File: src/rtl/lfsr_pkg.sv
// lfsr_pkg: mode encodings, default seed and the single-step LFSR function
package lfsr_pkg;

    localparam logic LFSR_MODE_FIB = 1'b0;
    localparam logic LFSR_MODE_GAL = 1'b1;
    localparam logic [31:0] LFSR_DEFAULT_SEED = 32'h19;

    // State and taps arrive zero-extended to 32 bits; bits above width are ignored
    function automatic logic [31:0] lfsr_step(input logic [31:0] state, input logic [31:0] taps,
                                              input logic mode, input int width);
        logic [31:0] mask;
        logic [31:0] shifted;
        mask = (width >= 32) ? '1 : ((32'd1 << width) - 32'd1);
        shifted = (state << 1) & mask;
        return (mode == LFSR_MODE_GAL) ? (shifted ^ (state[5'(width - 1)] ? (taps & mask) : 32'd0))
                                       : (shifted | {31'd0, ^(state & taps & mask)});
    endfunction

endpackage

File: src/rtl/lfsr_step_chain.sv
// lfsr_step_chain: STEPS single LFSR steps unrolled combinationally
module lfsr_step_chain
    import lfsr_pkg::*;
#(
    parameter int WIDTH = 8,
    parameter int STEPS = 1
) (
    input  logic [WIDTH-1:0] state,
    input  logic [WIDTH-1:0] taps,
    input  logic             mode,
    output logic [WIDTH-1:0] next_state
);

    logic [WIDTH-1:0] s;

    always_comb begin
        s = state;
        for (int i = 0; i < STEPS; i++) s = WIDTH'(lfsr_step(32'(s), 32'(taps), mode, WIDTH));
        next_state = s;
    end

endmodule

File: src/rtl/lfsr_prng_gen.sv
// lfsr_prng_gen: parametrised LFSR PRNG on a valid/ready stream; LFSR_PERIOD_MON_EN adds a period monitor
module lfsr_prng_gen
    import lfsr_pkg::*;
#(
    parameter int          WIDTH        = 8,
    parameter int          STEPS        = 1,
    parameter logic [31:0] DEFAULT_SEED = LFSR_DEFAULT_SEED
) (
    input  logic             clk,
    input  logic             rst,
    input  logic             load,
    input  logic [WIDTH-1:0] seed,
    input  logic [WIDTH-1:0] taps,
    input  logic             mode,
    input  logic             enable,
    input  logic             out_ready,
    output logic             out_valid,
    output logic [WIDTH-1:0] out_data,
`ifdef LFSR_PERIOD_MON_EN
    output logic             period_hit,
    output logic [WIDTH-1:0] period_len,
`endif
    output logic             recovered
);

    localparam logic [WIDTH-1:0] SEED_W = DEFAULT_SEED[WIDTH-1:0];

    logic [WIDTH-1:0] state_q, state_d, out_data_q, out_data_d, next_state;
    logic             out_valid_q, out_valid_d, recovered_q, recovered_d;
    logic             adv, restart;

    lfsr_step_chain #(.WIDTH(WIDTH), .STEPS(STEPS)) u_chain (
        .state      (state_q),
        .taps       (taps),
        .mode       (mode),
        .next_state (next_state)
    );

    assign adv     = enable && (!out_valid_q || out_ready);
    // A zero state would lock up; it is replaced instead of being emitted
    assign restart = adv && (state_q == '0);

    always_comb begin
        state_d     = state_q;
        out_valid_d = out_valid_q;
        out_data_d  = out_data_q;
        recovered_d = 1'b0;
        if (load) begin
            state_d     = (seed == '0) ? SEED_W : seed;
            out_valid_d = 1'b0;
            recovered_d = (seed == '0);
        end else if (restart) begin
            state_d     = SEED_W;
            out_valid_d = out_valid_q && !out_ready;
            recovered_d = 1'b1;
        end else if (adv) begin
            state_d     = next_state;
            out_data_d  = state_q;
            out_valid_d = 1'b1;
        end else if (out_valid_q && out_ready) begin
            out_valid_d = 1'b0;
        end
    end

    always_ff @(posedge clk or posedge rst) begin
        if (rst) begin
            state_q     <= SEED_W;
            out_valid_q <= 1'b0;
            out_data_q  <= '0;
            recovered_q <= 1'b0;
        end else begin
            state_q     <= state_d;
            out_valid_q <= out_valid_d;
            out_data_q  <= out_data_d;
            recovered_q <= recovered_d;
        end
    end

    assign out_valid = out_valid_q;
    assign out_data  = out_data_q;
    assign recovered = recovered_q;

`ifdef LFSR_PERIOD_MON_EN
    logic [WIDTH-1:0] start_state_q, start_state_d, adv_cnt_q, adv_cnt_d, cnt_inc;
    logic [WIDTH-1:0] period_len_q, period_len_d;
    logic             period_hit_q, period_hit_d, capture;

    assign capture = load || restart;
    assign cnt_inc = (&adv_cnt_q) ? adv_cnt_q : adv_cnt_q + WIDTH'(1);

    // The period closes when the state about to be entered is the captured start
    always_comb begin
        start_state_d = capture ? state_d : start_state_q;
        adv_cnt_d     = adv_cnt_q;
        period_len_d  = period_len_q;
        period_hit_d  = 1'b0;
        if (capture) begin
            adv_cnt_d = '0;
        end else if (adv) begin
            period_hit_d = (next_state == start_state_q);
            adv_cnt_d    = period_hit_d ? '0 : cnt_inc;
            period_len_d = period_hit_d ? cnt_inc : period_len_q;
        end
    end

    always_ff @(posedge clk or posedge rst) begin
        if (rst) begin
            start_state_q <= SEED_W;
            adv_cnt_q     <= '0;
            period_len_q  <= '0;
            period_hit_q  <= 1'b0;
        end else begin
            start_state_q <= start_state_d;
            adv_cnt_q     <= adv_cnt_d;
            period_len_q  <= period_len_d;
            period_hit_q  <= period_hit_d;
        end
    end

    assign period_hit = period_hit_q;
    assign period_len = period_len_q;
`endif

endmodule

File: config.mk
export PLATFORM = sky130hd
export DESIGN_NAME = lfsr_prng_gen
export DESIGN_NICKNAME = d
export VERILOG_FILES = /design/src/rtl/lfsr_pkg.sv /design/src/rtl/lfsr_step_chain.sv /design/src/rtl/lfsr_prng_gen.sv
export SDC_FILE = /design/constraint.sdc
export NUM_CORES = 1
export LEC_CHECK = 0
export ABC_CLOCK_PERIOD_IN_PS = 2600
export BUFFER_PORTS_ARGS = -buffer_cell sky130_fd_sc_hd__buf_2
export CAP_MARGIN = 20
export CORE_ASPECT_RATIO = 1.25
export CORE_MARGIN = 2
export CORE_UTILIZATION = 54
export DETAILED_ROUTE_END_ITERATION = 10
export PLACE_DENSITY = 0.83
export SETUP_SLACK_MARGIN = 0.15
export SYNTH_ARGS = -nofsm -noshare
export SYNTH_HDL_FRONTEND = slang
export SYNTH_SLANG_ARGS = --single-unit
File: constraint.sdc
create_clock -name clk -period 2.6 [get_ports clk]
set_input_delay 0.13 -clock clk [delete_from_list [all_inputs] [get_ports clk]]
set_output_delay 0.13 -clock clk [all_outputs]
set_load 0.02 [all_outputs]
### Yosys cells after proc, flatten, opt, wreduce, memory -nomap -nowiden

Index checks and enable logic that the tools add are counted.

| word-level totals | value |
|---|---|
| register bits | 18 |
| word-level logic and storage cells | 34 |
| input bits | 22 |
| output and inout bits | 10 |

| operators by class | value |
|---|---|
| muxes and demuxes | 12 |
| bitwise operators | 5 |
| reduce and logical (&&, ||, !) cells | 13 |

Operator list:

| operator | number |
|---|---|
| two-way mux 8 bit | 6 |
| XOR reduction 32 bit | 1 |
| zero test 8 bit | 2 |
| bitwise AND 8 bit | 1 |
| bitwise OR 8 x 1 -> 8 bit | 1 |
| bitwise XOR 8 bit | 1 |
| two-way mux 1 bit | 6 |
| logical AND 1 bit | 4 |
| nonzero test 4 bit | 1 |
| AND reduction 3 bit | 1 |
| nonzero test 3 bit | 1 |
| zero test 1 bit | 2 |
| NOT 1 bit | 2 |
| logical OR 1 bit | 1 |

### Logic depth before layout (Yosys ltp)

| logic depth | value |
|---|---|
| word-level depth | 7 |
| mapped depth | 6 |
| depth with buffers taken out | 5 |

### By module

A second synthesis with hierarchy kept.

| unflattened totals | value |
|---|---|
| cells, all modules | 104 |
| area total of the unflattened synthesis | 1022.2 um2 |

By module, submodules not included:

| module | area each (um2) | sequential area each (um2) | times used | cells each |
|---|---|---|---|---|
| lfsr_prng_gen | 824.5 | 454.2 | 1 | 71 |
| lfsr_step_chain | 197.7 | 0.0 | 1 | 33 |

### Worst setup path after synthesis

No wires, ideal clock.

| timing path | value |
|---|---|
| path type | reg-to-reg |
| start | reg out_valid_q, in the netlist out_valid |
| end | reg state_q[0] |
| data arrival time | 1.294 ns |
| buffers on the path | 0 |
| setup time | 0.072 ns |
| setup slack | 1.234 ns |
| required time | 2.528 ns |
| clock period less this slack | 1.366 ns |
| stages on the path, launching flop included | 6 |
| path through | dfrtp_1 nand2b_1 a21oi_1 a31oi_1 or2b_1 o21ai_1 |

| on the way | value |
|---|---|
| cells in the longest elaborated chain, start to end | 6 |
| elaborated cells between the ends (all ways) | 7 |
| classes of those cells | mux: 2; reduce/logical: 5 |

Ends and longest elaborated chain:

| element | line | text |
|---|---|---|
| start: declaration | lfsr_prng_gen.sv:29 | `logic out_valid_q, out_valid_d, recovered_q, recovered_d;` |
| start signal: assignment | lfsr_prng_gen.sv:73 | `out_valid_q <= out_valid_d;` |
| zero test 1 bit (*) | lfsr_prng_gen.sv:39 | `assign adv = enable && (!out_valid_q \|\| out_ready);` |
| logical OR 1 bit (*) | lfsr_prng_gen.sv:39 |  |
| logical AND 1 bit (*) | lfsr_prng_gen.sv:39 |  |
| logical AND 1 bit | lfsr_prng_gen.sv:41 | `assign restart = adv && (state_q == '0);` |
| two-way mux 8 bit | lfsr_prng_gen.sv:52 | `end else if (restart) begin` |
| two-way mux 8 bit | lfsr_prng_gen.sv:48 | `if (load) begin` |
| end signal: assignment | lfsr_prng_gen.sv:72 | `state_q <= state_d;` |
| end: declaration | lfsr_prng_gen.sv:28 | `logic [WIDTH-1:0] state_q, state_d, out_data_q, out_data_d, next_state;` |

Mark *: on every way between the ends. The rest lies on a longest branch, timed or not.
A chain may end at the register's enable or synchronous reset.

### Worst setup path after layout

| timing path | value |
|---|---|
| start | reg state_q[7] |
| end | reg state_q[2] |

| on the way | value |
|---|---|
| cells in the longest elaborated chain, start to end | 6 |
| elaborated cells between the ends (all ways) | 9 |
| classes of those cells | mux: 5; bitwise: 1; reduce/logical: 3 |

Ends and longest elaborated chain:

| element | line | text |
|---|---|---|
| two-way mux 8 bit | lfsr_pkg.sv:15 | `return (mode == LFSR_MODE_GAL) ? (shifted ^ (state[5'(width - 1)] ? (taps & mask) : 32'd0))` |
| bitwise XOR 8 bit | lfsr_pkg.sv:15 |  |
| two-way mux 8 bit | lfsr_pkg.sv:15 |  |
| two-way mux 8 bit | lfsr_prng_gen.sv:56 | `end else if (adv) begin` |
| two-way mux 8 bit | lfsr_prng_gen.sv:52 |  |
| two-way mux 8 bit | lfsr_prng_gen.sv:48 |  |

Several ways; a longest one is shown, not always the timed one. The select of a mux whose other input is x is not followed.

==> impl_metrics.yaml <==
setup_path:
  cp_top_family: "flip-flops"
  slowest_stage: "dfrtp_1"
  worst-setup-path-type: "flip-flop to flip-flop"
  required_ns: 2.81
  cp_max_fo: 13
  cp_num_buf_inv: 0
  startpoint_type: "flip-flop"
  reg2reg_from: "state_q[7]"
  crit_chain: "nor4_2, a21oi_2, nand3_2, o221ai_1"
  endpoint_kind: "flip-flop"
  crit_start: "state_q[7]"
  cp.arrival_ns: 1.82
  slowest_delay_ns: 0.62
placement:
  gp_congestion: 0.892
  dp.final_hpwl_um: 1830
  portBuffers: 31
finish:
  postLayoutCoreUtil_pct: 68.8
  fillCellCount: 156
  multi_input_area_sq_um: 557
  final_layout_size_suffix_gt1_share_pct: 28.4
  ff_latch_area_sq_um: 454
  final_nets: 178
  antennaDiodeCount: 0
  syn_to_final_growth_pct: 17.9
synth:
  synthArstFlopShare_pct: 100
  ys_ff_latch: 18
  yosysWarnings: 0
  synth_top_area_share_pct: 35.6
  synth_area_leaders: "dfrtp_1 (36%), nand2_1 (17%), dfstp_2 (7.5%), xor2_1 (6.6%), xnor2_1 (4.2%)"
  synth_cell_types: 31
  synth-edff-count: 0
  yosysSeqAreaShare_pct: 43.1
  synth.avg_cell_area_sq_um: 8.51
  synth_fp_nets: 146
  synth_most_common_cell: "nand2_1"
  yosys.area.top_type: "dfrtp_1"
  synthCells: 124
  synth_area_sq_mm: 0.00105
  ys.flop_type: "dfrtp_1"
  yosys-top-cells-count: "nand2_1 (47), dfrtp_1 (15), nand3_1 (8), xor2_1 (8), xnor2_1 (5)"
global_routing:
  antenna_found_initial: 0
  grt_max_degree: 19
  grt_util_all_layers_pct: 24.5
  grt_pass1_vias: 966
  grt_pass1_wl_um: 4190
  overflow: 0
timing:
  clock.fmax_mhz: 620
  fin_tns_setup_ns: 0
  hold_violations: 0
  relSlewSlack_pct: 53.8
  final_max_slew_viol_count: 0
  rsz0062_at_grt: "false"
  finalCritPeriodShare_pct: 62.0
  worstMarginPinSlew_ns: 0.692
  finalClockSkew_ns: 0.00612
  fin_crit_ns: 1.61
  finalSetupViolations: 0
route:
  first_iter_violations: 35
  wl_per_cell_um: 14.5
  drt_wl_total_um: 2530
  drt.antenna.violating_nets: 0
  vias: 1026
  first_pass_iters: 5
  drc_errors: 0
  viasPerCell: 5.90
clocking:
  cts_setup_buffers: 0
  cts_max_level: 1
  cts_root_buf: "clkbuf_4"
  clk_latency_ns: 0.30
  clkSinkCount: 18
  cts-buffers-inserted: 3
  clk_pin_slew_ns: 0.10
  cts_tree: "yes"
  cts.path.max_buffers: 2
die:
  start_util_pct: 58.3
  rows: 17
  chipWidth_um: 43.5
  ioPinCount: 32
  die_area_sq_mm: 0.00232
  die_h_um: 53.4
  core_sq_mm: 0.00181
job:
  cap_violations: 0
power:
  p_leak_nw: 0.607
  ir_worst_vdd_mv: 0.490
  cellPowerDensity_mw_per_mm2: 653
hold_path:
  min_from: "seed[7]"
  min_path_type: "input port to flip-flop"
status:
  status: "finished clean"
-- cells by family after synthesis --
kind of cell | count (synthesis) | synth area share, %
xor gates and xnor gates | 13 | 10.8
and+or+nand+nor | 67 | 29.9
AOI/OAI and AO/OA | 19 | 12.1
DFF | 18 | 43.1
buffers and inverters | 7 | 4.15
-- sequential cells by signal (all words and copies together) (netlist names) --
name,count
out_data,8
out_valid,1
recovered,1
state_q,8
-- area by class of cell --
class                   count  share of cell area, %
flip-flops and latches     18                   36.5
multi-input cells          99                   44.8
clock buffers               4                   2.92
inverters                   2                  0.604
well taps                  19                   1.91
repair buffers             32                   13.3
-- path summary, 6_finish.rpt --
kind	slack (ns)	to	cells after the start
max	0.99	state_q[2]	4
min	0.04	state_q[7]	2
max reg2reg	0.99	state_q[2]	4
min reg2reg	0.48	out_data[4]	2
max in group asynchronous	1.67	state_q[6]	3
min in group asynchronous	0.48	out_data[7]	3
-- stage by stage --
stage | area (sq um) | instances | power, mW | setup WS, ns | hold slack [ns]
floorplan | 1050 | 124 | 0.559 | 1.23 | 0.0664
global placement | 1200 | 169 | 0.629 | 1.15 | 0.257
detailed placement | 1200 | 169 | 0.637 | 1.08 | 0.268
CTS | 1240 | 174 | 0.816 | 1.03 | 0.0387
global route | 1240 | 174 | 0.861 | 0.888 | 0.0357
finish | 1240 | 174 | 0.812 | 0.988 | 0.0446
-- report_power, final --
group	total, mW	internal [mW]	switching (mW)
Clock	0.177	0.0854	0.0917
Combinational	0.246	0.102	0.144
Sequential	0.389	0.335	0.0537
Total	0.812	0.523	0.289
-- cell usage in the layout, fill, tap and decap left out, types with 2 or more instances in the layout --
cell	count
dfstp_2	3
a31oi_1	2
xor2_1	8
clkbuf_4	3
nand3_1	8
o221ai_1	2
a21oi_1	4
inv_1	2
nor4_2	2
nand2_1	47
dfrtp_1	15
xnor2_1	5
buf_2	31
o21ai_1	3
o21ai_0	3
-- per-layer routing --
metal  track usage, %  routed length [um]
met2             44.3                1310
met5                0                   0
met3             3.75                 188
met4             10.1                  64
met1             28.5                 966
-- what timing repair did --
item                      CTS  global route
hold buffers                1             0
resized for setup           0             0
hold endpoints to repair   15             0
No activity file was read; power rests on OpenSTA's default activity.
